$ cat config.mk
export PLATFORM = sky130hd
export DESIGN_NAME = div_ctrl
export DESIGN_NICKNAME = d
export VERILOG_FILES = /design/src/rtl/div_ctrl_pkg.sv /design/src/rtl/div_step.sv /design/src/rtl/div_ctrl.sv
export SDC_FILE = /design/constraint.sdc
export NUM_CORES = 1
export LEC_CHECK = 0
export BUFFER_PORTS_ARGS = -buffer_cell sky130_fd_sc_hd__buf_4
export CAP_MARGIN = 5
export CELL_PAD_IN_SITES_DETAIL_PLACEMENT = 1
export CELL_PAD_IN_SITES_GLOBAL_PLACEMENT = 1
export CORE_MARGIN = 2
export CORE_UTILIZATION = 45
export CTS_CLUSTER_DIAMETER = 150
export DETAILED_ROUTE_END_ITERATION = 8
export GPL_TIMING_DRIVEN = 0
export HOLD_SLACK_MARGIN = 0.12
export PLACE_DENSITY = 0.91
export SLEW_MARGIN = 5
export SYNTH_ARGS = -nofsm -noshare
export SYNTH_HDL_FRONTEND = slang
export SYNTH_SLANG_ARGS = --single-unit
$ cat constraint.sdc
create_clock -name clk -period 15.2 [get_ports clk]
set_input_delay 3.04 -clock clk [delete_from_list [all_inputs] [get_ports clk]]
set_output_delay 3.04 -clock clk [all_outputs]
set_load 0.005 [all_outputs]
$ cat src/rtl/div_ctrl_pkg.sv
// Shared definitions for the multi-cycle DIV/DIVU controller: widths, cycle count,
// FSM encoding and the operand magnitude helper.
package div_ctrl_pkg;
    localparam int OP_W       = 32;
    localparam int RES_W      = 64;
    localparam int DIV_CYCLES = 32;
    localparam int CNT_W      = $clog2(DIV_CYCLES);

    typedef enum logic [1:0] {
        S_IDLE    = 2'd0,
        S_DIVZERO = 2'd1,
        S_ON      = 2'd2,
        S_END     = 2'd3
    } state_t;

    // Magnitude of a signed operand; 0x80000000 maps onto itself, read as unsigned.
    function automatic logic [OP_W-1:0] abs_val(input logic [OP_W-1:0] v, input logic sgn);
        return (sgn && v[OP_W-1]) ? (~v + 1'b1) : v;
    endfunction
endpackage

$ cat src/rtl/div_step.sv
// One restoring division step: trial-subtract the divisor from the shifted
// partial remainder and keep the difference only when it does not borrow.
module div_step
    import div_ctrl_pkg::*;
(
    input  logic [OP_W:0]   part,
    input  logic [OP_W-1:0] divisor,
    output logic [OP_W-1:0] rem_next,
    output logic            q_bit
);
    logic [OP_W:0] diff;
    logic          unused_msb;

    assign q_bit      = (part >= {1'b0, divisor});
    assign diff       = part - {1'b0, divisor};
    // The remainder stays below the divisor, so the difference MSB is always 0 when kept.
    assign unused_msb = diff[OP_W];
    assign rem_next   = q_bit ? diff[OP_W-1:0] : part[OP_W-1:0];
endmodule

$ cat src/rtl/div_ctrl.sv
// Multi-cycle DIV/DIVU unit: 32 restoring steps, sign fix-up at completion.
// Optional DIV_ZERO_FLAG_EN adds a div_zero output flagging a zero divisor in END.
module div_ctrl
    import div_ctrl_pkg::*;
(
    input  logic              clk,
    input  logic              resetn,
    input  logic              start,
    input  logic              signed_div,
    input  logic [OP_W-1:0]   opdata1,
    input  logic [OP_W-1:0]   opdata2,
    input  logic              annul,
    output logic [RES_W-1:0]  result,
    output logic              ready,
`ifdef DIV_ZERO_FLAG_EN
    output logic              stall,
    output logic              div_zero
`else
    output logic              stall
`endif
);
    state_t            state, nstate;
    logic [CNT_W-1:0]  cnt;
    logic [OP_W-1:0]   dvd, dsr, rem;
    logic              neg_q, neg_r, dz;
    logic              accept, last;
    logic [OP_W-1:0]   rem_next, q_next;
    logic              q_bit;

    assign accept = (state == S_IDLE) && start && !annul;
    assign last   = (cnt == CNT_W'(DIV_CYCLES - 1));

    always_ff @(posedge clk or negedge resetn) begin
        if (!resetn) begin
            state <= S_IDLE;
            cnt   <= '0;
        end else begin
            state <= nstate;
            cnt   <= (state == S_ON && !annul) ? cnt + 1'b1 : '0;
        end
    end

    always_comb begin
        nstate = state;
        if (annul) begin
            nstate = S_IDLE;
        end else begin
            case (state)
                S_IDLE:    if (start) nstate = (opdata2 == '0) ? S_DIVZERO : S_ON;
                S_DIVZERO: nstate = S_END;
                S_ON:      if (last) nstate = S_END;
                S_END:     nstate = S_IDLE;
                default:   nstate = S_IDLE;
            endcase
        end
    end

    // Dividend register shifts left each step, its vacated LSBs collecting the quotient.
    div_step u_step (
        .part     ({rem, dvd[OP_W-1]}),
        .divisor  (dsr),
        .rem_next (rem_next),
        .q_bit    (q_bit)
    );
    assign q_next = {dvd[OP_W-2:0], q_bit};

    always_ff @(posedge clk or negedge resetn) begin
        if (!resetn) begin
            dvd    <= '0;
            dsr    <= '0;
            rem    <= '0;
            neg_q  <= 1'b0;
            neg_r  <= 1'b0;
            dz     <= 1'b0;
            result <= '0;
        end else if (accept) begin
            dvd    <= abs_val(opdata1, signed_div);
            dsr    <= abs_val(opdata2, signed_div);
            rem    <= '0;
            neg_q  <= signed_div & (opdata1[OP_W-1] ^ opdata2[OP_W-1]);
            neg_r  <= signed_div & opdata1[OP_W-1];
            dz     <= (opdata2 == '0);
        end else if (state == S_ON && !annul) begin
            dvd <= q_next;
            rem <= rem_next;
            if (last)
                result <= {neg_r ? (~rem_next + 1'b1) : rem_next,
                           neg_q ? (~q_next + 1'b1) : q_next};
        end else if (state == S_DIVZERO && !annul) begin
            result <= '0;
        end
    end

    assign ready = (state == S_END);
    assign stall = resetn && (accept || state == S_DIVZERO || state == S_ON);
`ifdef DIV_ZERO_FLAG_EN
    assign div_zero = (state == S_END) && dz;
`endif
endmodule
# Word level (Yosys, flattened, before mapping)
# Index checks and enable logic that the tools add are counted.
totals:
  inputBits: 69
  elab_cells: 64
  register_bits: 169
  out_inout_bits: 66
classes:
  order_cmp: 1
  reduce_logical: 16
  addsub: 6
  muxes: 18
  eq_ne: 7
  bitwise: 8
ops:
  columns: ["op", "n"]
  rows:
  - ["$mux 32", 9]
  - ["$mux 64", 3]
  - ["$add 32x1->32 const B", 4]
  - ["$not 32->32", 4]
  - ["$ge 33x32->1", 1]
  - ["$logic_not 32->1", 1]
  - ["$sub 32x32->32", 1]
  - ["$mux 2", 4]
  - ["$pmux 2 s4", 1]
  - ["$logic_and 1x1->1", 7]
  - ["$ne 3x3->1 const B", 2]
  - ["$add 5x1->5 const B", 1]
  - ["$eq 5x5->1 const B", 1]
  - ["$mux 5", 1]
  - ["$eq 2x2->1 const B", 2]
  - ["$reduce_bool 2->1", 2]
  - ["$reduce_and 3->1", 1]
  - ["$and 1x1->1", 2]
  - ["$eq 2x1->1 const B", 1]
  - ["$logic_not 2->1", 1]
  - ["$logic_or 1x1->1", 2]
  - ["$ne 2x2->1 const B", 1]
  - ["$reduce_and 2->1", 1]
  - ["$logic_not 1->1", 1]
  - ["other kinds (2)", 2]

# Longest topological paths before layout
logic_depth:
  word_depth: 7
  mapped_depth: 23
  depth_no_buf: 18

# Modules after synthesis
# From an unflattened synthesis, not the netlist that was laid out.
hier_totals:
  hier_cells: 1369
  area_unflattened_um2: 11802.6
modules_own_cells:
  columns: ["module", "cells_each", "n_inst", "area_each_um2", "seq_area_each_um2"]
  rows:
  - ["div_ctrl", 1046, 1, 9471.6, 4229.1]
  - ["div_step", 323, 1, 2331.0, 0.0]

# Least setup slack after synthesis
# Ideal clock, no wire load.
synth_timing:
  path_type: "input to output"
  from: "input port annul"
  to: "output port stall"
  arrival_ns: 3.593
  setup_slack_ns: 8.567
  path_stages: 4
  path_cell_list: "inv_2 -> and3_1 -> clkbuf_1 -> o31a_1"
synth_between:
  elab_chain_cells: 5
synth_lines:
  columns: ["element", "line_no", "text"]
  rows:
  - ["start, declared", "div_ctrl.sv:12", "input logic annul,"]
  - ["$logic_not 1->1", "div_ctrl.sv:30", "assign accept = (state == S_IDLE) && start && !annul;"]
  - ["$logic_and 1x1->1", "div_ctrl.sv:30", null]
  - ["$logic_or 1x1->1 (2 in series)", "div_ctrl.sv:95", "assign stall = resetn && (accept || state == S_DIVZERO || state == S_ON);"]
  - ["$logic_and 1x1->1", "div_ctrl.sv:95", null]
  - ["end, declared", "div_ctrl.sv:19", "output logic stall"]
# No other way between the ends.

# Worst setup path after layout
layout_timing:
  from: "input port resetn"
  to: "output port stall"
layout_between:
  elab_chain_cells: 1
layout_lines:
  columns: ["element", "line_no", "text"]
  rows:
  - ["start, declared", "div_ctrl.sv:7", "input logic resetn,"]
  - ["$logic_and 1x1->1", "div_ctrl.sv:95", null]
# No other way between the ends.

==> metrics.md <==
| Metric | Value |
|---|---|
| Violated checks | `design-rule violations` |
| Dpl hpwl | `35240 µm` |
| Result of the run | `complete, but fails checks` |
| Post-DP Area | `13450 µm²` |
| Final routed wirelength across all metal layers | `46940 µm` |
| Number of buffers created by CTS | `17` |
| CTS tree | `done` |
| Aggregate global routing overflow | `0` |
| Signed area change from the synthesized netlist to the final layout | `17.27%` |
| Setup violators final | `0` |
| Maximum buffer depth of the clock tree | `2` |
| I/O Pins | `135` |
| Fraction of final layout cells with drive strength greater than 1 | `12.13%` |
| Detailed Routing Iterations Pass 1 | `7` |
| Endpoint arrival time on the critical path | `4430 ps` |
| Share of the yosys chip area belonging to registers | `35.27%` |
| Reported leakage power | `6.163 nW` |
| WS Path Type | `in2out` |
| Slack of the worst reg-to-reg path | `8430 ps` |
| Mean area per synthesized cell | `7.966 µm²` |
| Synth Warn # | `0` |
| Clock Pin Slew Worst Setup and Hold Paths | `70 ps` |
| FF-to-FF path depth | `21` |
| Prevailing post-synth register cell | `sky130_fd_sc_hd__dfrtp_1` |
| Via count of the first global-routing pass | `12900` |
| RSZ-0062 raised after global routing | `no` |
| Max-cap viol count | `0` |
| Area fraction of the dominant cell type after synthesis | `35.27%` |
| Number of DRC markers after the initial detailed-route iteration | `1267` |
| Critical path startpoint category | `input port` |
| Full die area | `27960 µm²` |
| Sequential cell area | `4229 µm²` |
| Synthesized net count | `1617` |
| Number of inserted filler cells in the final layout | `3245` |
| Worst Clk Skew | `13.72 ps` |
| Worst min path class | `reg2reg` |
| Top area cells in the synthesized netlist | `sky130_fd_sc_hd__dfrtp_1, sky130_fd_sc_hd__nand2_1, sky130_fd_sc_hd__o21ai_0, sky130_fd_sc_hd__xor2_1, sky130_fd_sc_hd__xnor2_1` |
| Maximum resistive drop on vdd | `115.5 µV` |
| Clock latency reported for the late side of the worst-skew pair | `450 ps` |
| Per-cell via count in the routed design | `6.331` |
| Antenna Violating Nets Remaining | `0` |
| Wire length per cell | `23.38 µm` |
| Count of buffers added by post-CTS timing repair for setup | `0` |
| Total Nets Final | `1772` |
| Achievable frequency | `133.8 MHz` |
| Cell variety after synth | `83` |
| Width of the die | `167.2 µm` |
| Initial antenna violation count | `0` |
| Routability cong. | `0.9398` |
| Die outline height | `167.2 µm` |
| H-tree Lvls | `4` |
| Capturing point of the worst reg2reg path | `result[22]$_DFFE_PN0P_` |
| Synthesized instance count | `1505` |
| Pin slew with the least headroom to its limit | `1252 ps` |
| Origin of the critical flop-to-flop path | `dsr[6]$_DFFE_PN0P_` |
| Final std cells w/o fill | `2008` |
| Area of the mapped netlist | `11990 µm²` |
| Final critical-path share of the clock period | `49.18%` |
| Critical path required time | `12160 ps` |
| Largest net degree at the start of global routing | `92` |
| Highest net fanout along the worst path | `91` |
| Post-placement cell count | `1975` |
| Synthesized flop and latch total | `169` |
| Resized cells post-CTS | `0` |
| Final period demand of the worst path | `7475 ps` |
| Number of I/O port buffers | `134` |
| First-pass GRT wire length | `73350 µm` |
| Ys async rst share | `100.0%` |
| Crit. End Element | `output port` |
| Number of buffers inserted for hold repair after clock tree synthesis | `0` |
| EDFF count, synth | `0` |
| Startpoint of the most critical setup path | `resetn` |
| Footprint of the multi-input gates | `7229 µm²` |
| Routed via count | `12710` |
| Global router's overall resource usage | `33.40%` |
| Number of slew-limit violations in the final report | `0` |
| Final-layout worst hold slack | `475.5 ps` |
| CORE AREA | `26130 µm²` |
| Largest area contributor in the netlist | `sky130_fd_sc_hd__dfrtp_1` |
| Relative slew slack | `16.19%` |
| Residual DRC | `8` |
| Final antenna diode count | `0` |
| Clock Sinks | `169` |
| Core Rows | `59` |
| Number of hold violations in the final report | `0` |
| Setup TNS | `0 ps` |
| Worst setup path endpoint | `stall` |
| Cell Pwr Density | `250.9 nW/µm²` |
| Post-route cell area | `14060 µm²` |
| CTS root buf | `sky130_fd_sc_hd__clkbuf_16` |
| Starting utilization of the core area | `45.88%` |
[cells in the final DEF (no fill, tap or decap), types with 4 or more instances in the layout]
cell type	n
sky130_fd_sc_hd__and4_1	6
sky130_fd_sc_hd__or4_1	10
sky130_fd_sc_hd__nand3_1	20
sky130_fd_sc_hd__inv_8	4
sky130_fd_sc_hd__nor3_1	32
sky130_fd_sc_hd__a211oi_1	29
sky130_fd_sc_hd__o21a_1	6
sky130_fd_sc_hd__nand2b_1	10
sky130_fd_sc_hd__buf_4	133
sky130_fd_sc_hd__buf_2	11
sky130_fd_sc_hd__dfrtp_1	169
sky130_fd_sc_hd__xor2_1	77
sky130_fd_sc_hd__a21o_1	14
sky130_fd_sc_hd__nor2b_1	8
sky130_fd_sc_hd__inv_1	53
sky130_fd_sc_hd__mux2i_1	12
sky130_fd_sc_hd__nor4_1	23
sky130_fd_sc_hd__clkbuf_1	66
sky130_fd_sc_hd__nand4_1	14
sky130_fd_sc_hd__buf_1	4
sky130_fd_sc_hd__o21ai_0	144
sky130_fd_sc_hd__o41ai_1	9
sky130_fd_sc_hd__and3_1	8
sky130_fd_sc_hd__o31ai_1	34
sky130_fd_sc_hd__ha_1	42
sky130_fd_sc_hd__or3_1	17
sky130_fd_sc_hd__or2_2	5
sky130_fd_sc_hd__a21oi_1	84
sky130_fd_sc_hd__o211ai_1	8
sky130_fd_sc_hd__xnor2_1	66
sky130_fd_sc_hd__nor2_1	136
sky130_fd_sc_hd__o21ai_1	9
sky130_fd_sc_hd__and2_1	14
sky130_fd_sc_hd__nand2_1	254
sky130_fd_sc_hd__clkbuf_16	17
sky130_fd_sc_hd__o31a_1	4
sky130_fd_sc_hd__a31oi_1	39
[worst min path at each step]
| stage | from | depth (start not counted) | slack [ps] | to |
|---|---|---|---|---|
| after detailed placement | cnt[0]$_DFF_PN0_ | 1 | 470 | cnt[0]$_DFF_PN0_ |
| after global routing | cnt[0]$_DFF_PN0_ | 1 | 510 | cnt[0]$_DFF_PN0_ |
| after floorplan | cnt[0]$_DFF_PN0_ | 1 | 430 | cnt[0]$_DFF_PN0_ |
| after CTS | cnt[0]$_DFF_PN0_ | 1 | 480 | cnt[0]$_DFF_PN0_ |
| after global placement | cnt[0]$_DFF_PN0_ | 1 | 450 | cnt[0]$_DFF_PN0_ |
| final | cnt[0]$_DFF_PN0_ | 1 | 480 | cnt[0]$_DFF_PN0_ |
[per-stage QoR]
step | worst slack (ps) | utilization (%) | total power, mW
3_3_place_gp | 6960 | 51.33 | 2.798
3_5_place_dp | 7707 | 51.47 | 2.909
4_1_cts | 7696 | 53.78 | 3.423
6_report | 7725 | 53.80 | 3.528
2_1_floorplan | 8567 | - | 2.189
5_1_grt | 7569 | 53.80 | 3.704
[state kept, by name, indices dropped and copies added, names as in the netlist]
register / cells
dsr: 32
neg_r: 1
dvd: 32
rem: 32
result: 64
neg_q: 1
cnt: 5
state: 2
[power breakdown]
group	leakage (nW)	internal [mW]	switching, mW	total, mW
clock network	0.292	0.250	0.223	0.473
registers	2.19	0.574	0.194	0.767
logic	3.68	0.765	1.52	2.29
total	6.16	1.59	1.94	3.53
[logic make-up (layout without fill, tap and decap cells)]
| logic type | after synthesis | after routing | synth area share (%) |
|---|---|---|---|
| flip-flops | 169 | 169 | 35.27 |
| multiplexers | 14 | 14 | 1.221 |
| AND/OR/NAND/NOR | 576 | 576 | 22.12 |
| adder cells (fa/ha/maj) | 43 | 43 | 4.550 |
| XOR/XNOR | 143 | 143 | 10.45 |
| buffers and inverters | 136 | 304 | 4.425 |
| AO/OA/AOI/OAI | 424 | 424 | 21.96 |
[routing by layer]
metal	global-route usage, %	wire [µm]
met5	0	0
met4	13.04	1695
met3	4.254	3495
met2	54.79	21870
met1	45.15	19880
[area by class of cell]
class / instances / area share [%]
Tap cell: 335 / 2.981
Timing Repair Buffer: 136 / 7.440
Buffer: 80 / 2.278
Clock inverter: 14 / 1.255
Sequential cell: 169 / 30.08
Clock buffer: 18 / 3.052
Inverter: 56 / 1.495
Multi-Input combinational cell: 1200 / 51.42
[synthesized netlist by cell type (all sizes together), types with 16 or more instances]
library cell / instances
nand2: 254
ha: 42
a21oi: 85
xor2: 77
a211oi: 31
and2: 16
o31ai: 34
nor3: 32
nor4: 24
o21ai: 155
dfrtp: 169
nor2: 136
clkbuf: 65
or3: 18
inv: 55
a31oi: 39
xnor2: 66
nand3: 20
[worst max-delay path, stage by stage]
cell and delay (ps):
sky130_fd_sc_hd__buf_8 500, sky130_fd_sc_hd__buf_16 380, sky130_fd_sc_hd__o31a_1 230, sky130_fd_sc_hd__buf_4 110
Note: power is estimated with default switching activity, not from simulation.
